**src/rtl/corescore_pkg.sv**
```systemverilog
// Shared definitions for the corescore stream schedulers: FSM encoding and
// default widths.
package corescore_pkg;

   localparam logic STATE_IDLE = 1'b0;
   localparam logic STATE_LOCK = 1'b1;

   localparam int DATA_W_DEF = 8;

   // Pointer width that stays legal for a single-port configuration.
   function automatic int ptr_width(input int n);
      return (n > 1) ? $clog2(n) : 1;
   endfunction

endpackage

```
**src/rtl/corescore_rr_pick.sv**
```systemverilog
// Rotating priority encoder: one-hot grant of the first request at or after
// ptr, searching upward with wrap. ptr must be below NUM_PORTS.
module corescore_rr_pick #(
   parameter int NUM_PORTS = 4,
   parameter int PTR_W     = 2
) (
   input  logic [NUM_PORTS-1:0] req,
   input  logic [PTR_W-1:0]     ptr,
   output logic [NUM_PORTS-1:0] gnt,
   output logic                 any
);

   logic [2*NUM_PORTS-1:0] req_dbl;
   logic [2*NUM_PORTS-1:0] gnt_dbl;
   logic [NUM_PORTS-1:0]   rot_req;
   logic [NUM_PORTS-1:0]   rot_gnt;

   // Rotate so ptr sits at bit 0, isolate the lowest set bit, rotate back.
   assign req_dbl = {req, req} >> ptr;
   assign rot_req = req_dbl[NUM_PORTS-1:0];
   assign rot_gnt = rot_req & (~rot_req + NUM_PORTS'(1));
   assign gnt_dbl = {rot_gnt, rot_gnt} << ptr;
   assign gnt     = gnt_dbl[2*NUM_PORTS-1:NUM_PORTS];
   assign any     = |req;

endmodule

```
**src/rtl/corescore_pkt_arbiter.sv**
```systemverilog
// Packet-granular round-robin arbiter feeding the UART emitter stream; a grant
// is held until the granted source's tlast beat is accepted.
module corescore_pkt_arbiter
   import corescore_pkg::*;
#(
   parameter int NUM_PORTS = 4,
   parameter int DATA_W    = DATA_W_DEF
) (
   input  logic                        i_clk,
   input  logic                        i_rst,
   input  logic [NUM_PORTS*DATA_W-1:0] i_tdata,
   input  logic [NUM_PORTS-1:0]        i_tlast,
   input  logic [NUM_PORTS-1:0]        i_tvalid,
   output logic [NUM_PORTS-1:0]        o_tready,
   output logic [DATA_W-1:0]           o_tdata,
   output logic                        o_tlast,
   output logic                        o_tvalid,
   input  logic                        i_tready,
   output logic [NUM_PORTS-1:0]        o_grant,
   output logic                        o_busy
);

   localparam int PTR_W = ptr_width(NUM_PORTS);

   logic                 state;
   logic [PTR_W-1:0]     ptr;
   logic [NUM_PORTS-1:0] grant;
   logic [NUM_PORTS-1:0] pick_gnt;
   logic                 pick_any;
   logic                 out_free;
   logic                 accept;
   logic [DATA_W-1:0]    sel_data;
   logic                 sel_last;
   logic [PTR_W-1:0]     g_idx;
   logic [PTR_W-1:0]     ptr_next;

   corescore_rr_pick #(
      .NUM_PORTS (NUM_PORTS),
      .PTR_W     (PTR_W)
   ) u_pick (
      .req (i_tvalid),
      .ptr (ptr),
      .gnt (pick_gnt),
      .any (pick_any)
   );

   // The output slot can take a beat when empty or draining this cycle.
   assign out_free = !o_tvalid || i_tready;
   assign o_tready = (state == STATE_LOCK && out_free) ? grant : '0;
   assign accept   = |(i_tvalid & o_tready);

   always_comb begin
      sel_data = '0;
      sel_last = 1'b0;
      g_idx    = '0;
      for (int k = 0; k < NUM_PORTS; k++) begin
         if (grant[k]) begin
            sel_data = i_tdata[k*DATA_W +: DATA_W];
            sel_last = i_tlast[k];
            g_idx    = PTR_W'(k);
         end
      end
   end

   assign ptr_next = (g_idx == PTR_W'(NUM_PORTS - 1)) ? '0 : g_idx + PTR_W'(1);

   always_ff @(posedge i_clk or posedge i_rst) begin
      if (i_rst) begin
         state <= STATE_IDLE;
         ptr   <= '0;
         grant <= '0;
      end else begin
         case (state)
            STATE_IDLE: begin
               if (pick_any) begin
                  grant <= pick_gnt;
                  state <= STATE_LOCK;
               end
            end
            default: begin
               if (accept && sel_last) begin
                  grant <= '0;
                  ptr   <= ptr_next;
                  state <= STATE_IDLE;
               end
            end
         endcase
      end
   end

   always_ff @(posedge i_clk or posedge i_rst) begin
      if (i_rst) begin
         o_tdata  <= '0;
         o_tlast  <= 1'b0;
         o_tvalid <= 1'b0;
      end else if (accept) begin
         o_tdata  <= sel_data;
         o_tlast  <= sel_last;
         o_tvalid <= 1'b1;
      end else if (i_tready) begin
         o_tvalid <= 1'b0;
      end
   end

   assign o_grant = grant;
   assign o_busy  = (state == STATE_LOCK);

endmodule

```
**config.mk**
```make
export PLATFORM = sky130hd
export DESIGN_NAME = corescore_pkt_arbiter
export DESIGN_NICKNAME = d
export VERILOG_FILES = /design/src/rtl/corescore_pkg.sv /design/src/rtl/corescore_rr_pick.sv /design/src/rtl/corescore_pkt_arbiter.sv
export SDC_FILE = /design/constraint.sdc
export NUM_CORES = 1
export LEC_CHECK = 0
export ABC_CLOCK_PERIOD_IN_PS = 1800
export BUFFER_PORTS_ARGS = -buffer_cell sky130_fd_sc_hd__buf_2
export CORE_UTILIZATION = 43
export CTS_CLUSTER_SIZE = 14
export DETAILED_ROUTE_END_ITERATION = 8
export HOLD_SLACK_MARGIN = 0.05
export PLACE_DENSITY = 0.88
export SYNTH_ARGS = -nofsm -noshare
export SYNTH_HDL_FRONTEND = slang
export SYNTH_SLANG_ARGS = --single-unit
```
**constraint.sdc**
```tcl
create_clock -name i_clk -period 1.8 [get_ports i_clk]
set_input_delay 0.09 -clock i_clk [delete_from_list [all_inputs] [get_ports i_clk]]
set_output_delay 0.09 -clock i_clk [all_outputs]
set_load 0.01 [all_outputs]
```
# ---- Yosys cells after proc, flatten, opt, wreduce, memory -nomap -nowiden
# Index checks and enable logic that the tools add are counted.
# Widths: inputs -> output; s select.
dict set report word_totals {
  regBits 17
  inputBits 43
  output_inout_bits 19
  wordCells 46
}
dict set report classes {
  add_sub_neg 2
  n_eq_ne 2
  n_shift 2
  muxes 21
  bitwise 3
  reduce_logical 10
}
# operator n
set ops {}
lappend ops {{$mux 8} 4}
lappend ops {{$mux 4} 4}
lappend ops {{$mux 1} 10}
lappend ops {{$and 4x4->4} 2}
lappend ops {{$reduce_or 4->1} 2}
lappend ops {{$shl 8x2->8} 1}
lappend ops {{$shr 8x2->4} 1}
lappend ops {{$mux 2} 3}
lappend ops {{$add 4x1->4 const B} 1}
lappend ops {{$not 4->4} 1}
lappend ops {{$reduce_and 2->1} 2}
lappend ops {{$reduce_bool 2->1} 2}
lappend ops {{$add 2x1->2 const B} 1}
lappend ops {{$eq 2x2->1 const B} 1}
lappend ops {{$logic_and 1x1->1} 2}
lappend ops {{$ne 2x1->1 const B} 1}
lappend ops {{$logic_not 1->1} 1}
lappend ops {{$logic_or 1x1->1} 1}

# ---- Depth between registers and ports, before layout
dict set report logic_depth {
  depth_word 9
  ltp_mapped 6
  mapped_depth_nobuf 4
}

# ---- Modules after synthesis
# From an unflattened synthesis, not the netlist that was laid out.
dict set report unflattened {
  cells_unflattened 122
  hier_area_um2 1067.3
}
# mod n_inst cells_each area_each_um2 seq_area_each_um2
set by_module_without_submodules {}
lappend by_module_without_submodules {corescore_pkt_arbiter 1 103 949.7 425.4}
lappend by_module_without_submodules {corescore_rr_pick 1 19 117.6 0.0}

# ---- Worst setup path before layout
# Ideal clock, no wire load.
dict set report synth_path {
  kind {reg-to-reg}
  start {register grant[2], in the netlist o_grant[2]}
  end {register ptr[0]}
  setup_ns 0.125
  arrival_ns 1.449
  path_slack_ns 0.226
  path_stages_with_launch 5
  path_buffers 1
  period_less_slack_ns 1.574
  cell_sequence {dfrtp_1 buf_2 a22o_1 o311a_4 mux2_4}
}
dict set report synth_via {
  elab_chain_cells 5
  word_cells_on_any_way 12
}
# element line
set synth_lines {}
lappend synth_lines {{start, declared} corescore_pkt_arbiter.sv:27} ;# logic [NUM_PORTS-1:0] grant;
lappend synth_lines {{start signal, assigned} corescore_pkt_arbiter.sv:76} ;# grant <= pick_gnt;
lappend synth_lines {{parallel branches: the longest is 5 deep, another holds $add 2x1->2} -}
lappend synth_lines {{end signal, assigned} corescore_pkt_arbiter.sv:83} ;# ptr <= ptr_next;
lappend synth_lines {{end, declared} corescore_pkt_arbiter.sv:26} ;# logic [PTR_W-1:0] ptr;
# Several ways; the timed one is not identified.
# A chain may end at the register's enable or synchronous reset.

# ---- Final worst setup path
dict set report layout_path {
  start {register grant[2], in the netlist o_grant[2]}
  end {register ptr[1]}
}
# The elaborated chain is that of the path after synthesis.

==> impl_metrics.csv <==
group,metric,value,unit
clock_tree,clk_transition_reported_paths,100,ps
sta,hold_slack,47.4,ps
sta,fmax,622,MHz
power,max-vdd-ir-drop,0.882,mV
critical_path,crit_fanout,8,
power,clockPowerShare,10.3,%
clock_tree,cts_tree,"done",
power,p_comb_share,56.6,%
clock_tree,clockBufferDepth,2,
route,vias_per_cell,5.74,
floorplanning,die_y,52.3,um
critical_path,critical-path-top-delay-family,"flip-flops",
global_routing,grt_remaining_overflow,0,
sta,finalHoldViolCount,0,
logic_synthesis,synthesis.nets,170,
clock_tree,post_cts_resized,0,
logic_synthesis,syn_area_per_cell,8.57,um^2
sta,period_minus_slack,1610,ps
critical_path,cp.arrival,1790,ps
global_routing,track_usage,25.1,%
place,dp_cells,216,
critical_path,crit_required,1990,ps
floorplanning,fp.coreArea,2300,um^2
clock_tree,cts_setup_buffers,0,
power,leakagePower,0.794,nW
logic_synthesis,ys_seq_area_share,39.1,%
critical_path,rr_worst_depth,4,
final_layout,diodes,0,
critical_path,r2r_start,"o_grant[2]$_DFFE_PP0P_",
job,maxCapViolCount,0,
route,drtIter0Drc,53,
clock_tree,cts_hold_buf,2,
route,wl_per_cell,15.0,um
global_routing,grt_pass1_wl,5060,um
sta,slew_viol_final,0,
final_layout,drive_above_1_share,40.0,%
final_layout,final_nets,239,
critical_path,crit_slowest_cell,"dfrtp_1",
logic_synthesis,syn_inst,127,
final_layout,area_growth,38.7,%
floorplanning,die_x,52.3,um
power,p_switching,0.000864,W
clock_tree,clkSinkCount,17,
final_layout,final_cells,223,
clock_tree,cts_root_buffer,"clkbuf_4",
global_routing,met1_usage,28.9,%
critical_path,path_depth,4,
outcome,status,"completed",
power,seqPwrFrac,33.1,%
global_routing,grt_pass1_vias,1157,
logic_synthesis,synth.yosys.warnings,0,
clock_tree,cts_max_level,1,
critical_path,worstSetupPathType,"reg2reg",
critical_path,crit_chain,"nor2_1, and3_1, o311a_4, mux2_4",
global_routing,grtUsageMet3,2.61,%
place,gp_congestion,0.900,
hold_path,hold_path_class,"in2reg",
clock_tree,cts_inserted_buffers,3,
route,dr.pass1.iters,4,
logic_synthesis,synth_area,1090,um^2
hold_path,hold_start,"i_tdata[24]",
route,postRouteAntennaNets,0,
global_routing,grt_most_used_layer,"met2",
sta,fin_tns_setup,0,ps
sta,finalSetupViolCount,0,
route,drc,0,
power,swShare,42.1,%
final_layout,final_common_cell,"buf_2",
critical_path,r2r_slack,190,ps
logic_synthesis,ys_types,30,
power,power_density,1360,nW/um^2
critical_path,slowest_delay,490,ps
sta,fin_crit_sh,89.3,%
sta,finClkSkew,4.20,ps
critical_path,cp-start-kind,"register",
final_layout,fillers,179,
floorplanning,io_pins,62,
final_layout,layout_common_cells,"buf_2 (61), dfrtp_1 (17), inv_1 (14)",
place,portBuffers,61,
critical_path,r2r-end,"ptr[1]$_DFFE_PP0P_",
floorplanning,die_area,2740,um^2
route,drt-total-wl,3350,um
global_routing,grt_max_degree,18,
sta,rsz0062_at_grt,"false",
global_routing,grt_antenna_before_repair,0,
logic_synthesis,ys_ff_latch,17,
floorplanning,start_util,47.4,%
logic_synthesis,synth_edf_count,0,
power,p_int,0.00119,W
floorplanning,rows,17,
sta,tightest_slew,647,ps
logic_synthesis,async_reset_ff_share,100,%
critical_path,path_buf_inv,0,
place,hpwl,2560,um
critical_path,critPathCapture,"ptr[1]$_DFFE_PP0P_",
critical_path,cp-startpoint,"o_grant[2]$_DFFE_PP0P_",
sta,max-slew-margin-rel,56.8,%
clock_tree,clock_latency,300,ps
logic_synthesis,ys.flop_type,"dfrtp_1",
critical_path,end_kind,"register",
route,vias,1279,
global_routing,gr-usage-met2,44.5,%
## cell type report
cell class	instances	area [um^2]	area share, %
Multi-Input combinational cell	87	567	37.5
Sequential cell	17	425	28.2
Timing Repair Buffer	73	403	26.7
Inverter	14	52.6	3.48
Tap cell	28	35.0	2.32
Clock buffer	3	22.5	1.49
Clock inverter	1	5.00	0.331
## power groups by stage
stage	logic, W	clock network [W]	registers [W]
detailed placement	0.00115	0	0.000682
floorplan	0.000688	0	0.000731
global placement	0.00111	0	0.000668
global route	0.00128	0.000232	0.000702
finish	0.00116	0.000211	0.000678
CTS	0.00116	0.000212	0.000675
## cell usage after synthesis (2+ instances only)
library cell | instances | area, um^2
o21ai_0 | 4 | 20.0
a21oi_1 | 6 | 30.0
nand2b_1 | 3 | 18.8
a22o_1 | 3 | 26.3
nor2b_1 | 3 | 18.8
mux2_4 | 2 | 30.0
a221oi_1 | 7 | 61.3
a22oi_1 | 3 | 22.5
nand2_1 | 12 | 45.0
buf_2 | 2 | 10.0
and3_1 | 5 | 31.3
a31oi_1 | 7 | 43.8
o32ai_1 | 2 | 17.5
dfrtp_1 | 17 | 425
nor2_1 | 13 | 48.8
clkbuf_1 | 5 | 18.8
a211o_1 | 7 | 61.3
inv_1 | 14 | 52.6
## kinds of logic (layout without fill, tap and decap cells)
family	count (synthesis)	after routing	share of synthesized area [%]
AO/OA/AOI/OAI	46	46	32.5
AND/OR/NAND/NOR	39	39	16.8
buffers and inverters	23	91	8.85
flip-flops	17	17	39.1
multiplexers	2	2	2.76
## worst reg2reg max path: stages, from the launching register on
cell	delay [ps]
dfrtp_1	490
nor2_1	90
and3_1	200
o311a_4	410
mux2_4	310
## layer usage
metal  share of wire [%]  wire length (um)  vias up
li1                    -                 -      595
met1                  37              1250      603
met2                  53              1780       66
met3                 5.9               198       15
met4                 3.6               119        0
met5                   0                 0        -
## metrics by stage
| stage | instance area [um^2] | setup slack [ps] | total power (W) | utilization [%] |
|---|---|---|---|---|
| final | 1510 | 193 | 0.00205 | 65.7 |
| after global routing | 1510 | 151 | 0.00222 | 65.7 |
| after CTS | 1500 | 203 | 0.00205 | 65.3 |
| after detailed placement | 1450 | 234 | 0.00183 | 63.2 |
| after global placement | 1450 | 298 | 0.00178 | 63.2 |
| after floorplan | 1090 | 226 | 0.00142 | - |
## worst min-delay path by stage
stage | end | depth (start not counted)
after floorplan | o_busy$_DFF_PP0_ | 1
after global placement | o_tdata[3]$_DFFE_PP0P_ | 2
after detailed placement | o_tdata[3]$_DFFE_PP0P_ | 2
after CTS | o_tdata[7]$_DFFE_PP0P_ | 3
after global routing | o_tdata[0]$_DFFE_PP0P_ | 3
final | o_tdata[0]$_DFFE_PP0P_ | 3
## flip-flops by register name, indices dropped and copies added (netlist names)
signal	count
o_tdata	8
o_busy	1
ptr	2
o_grant	4
o_tlast	1
o_tvalid	1
Note: power is estimated with default switching activity, not from simulation.
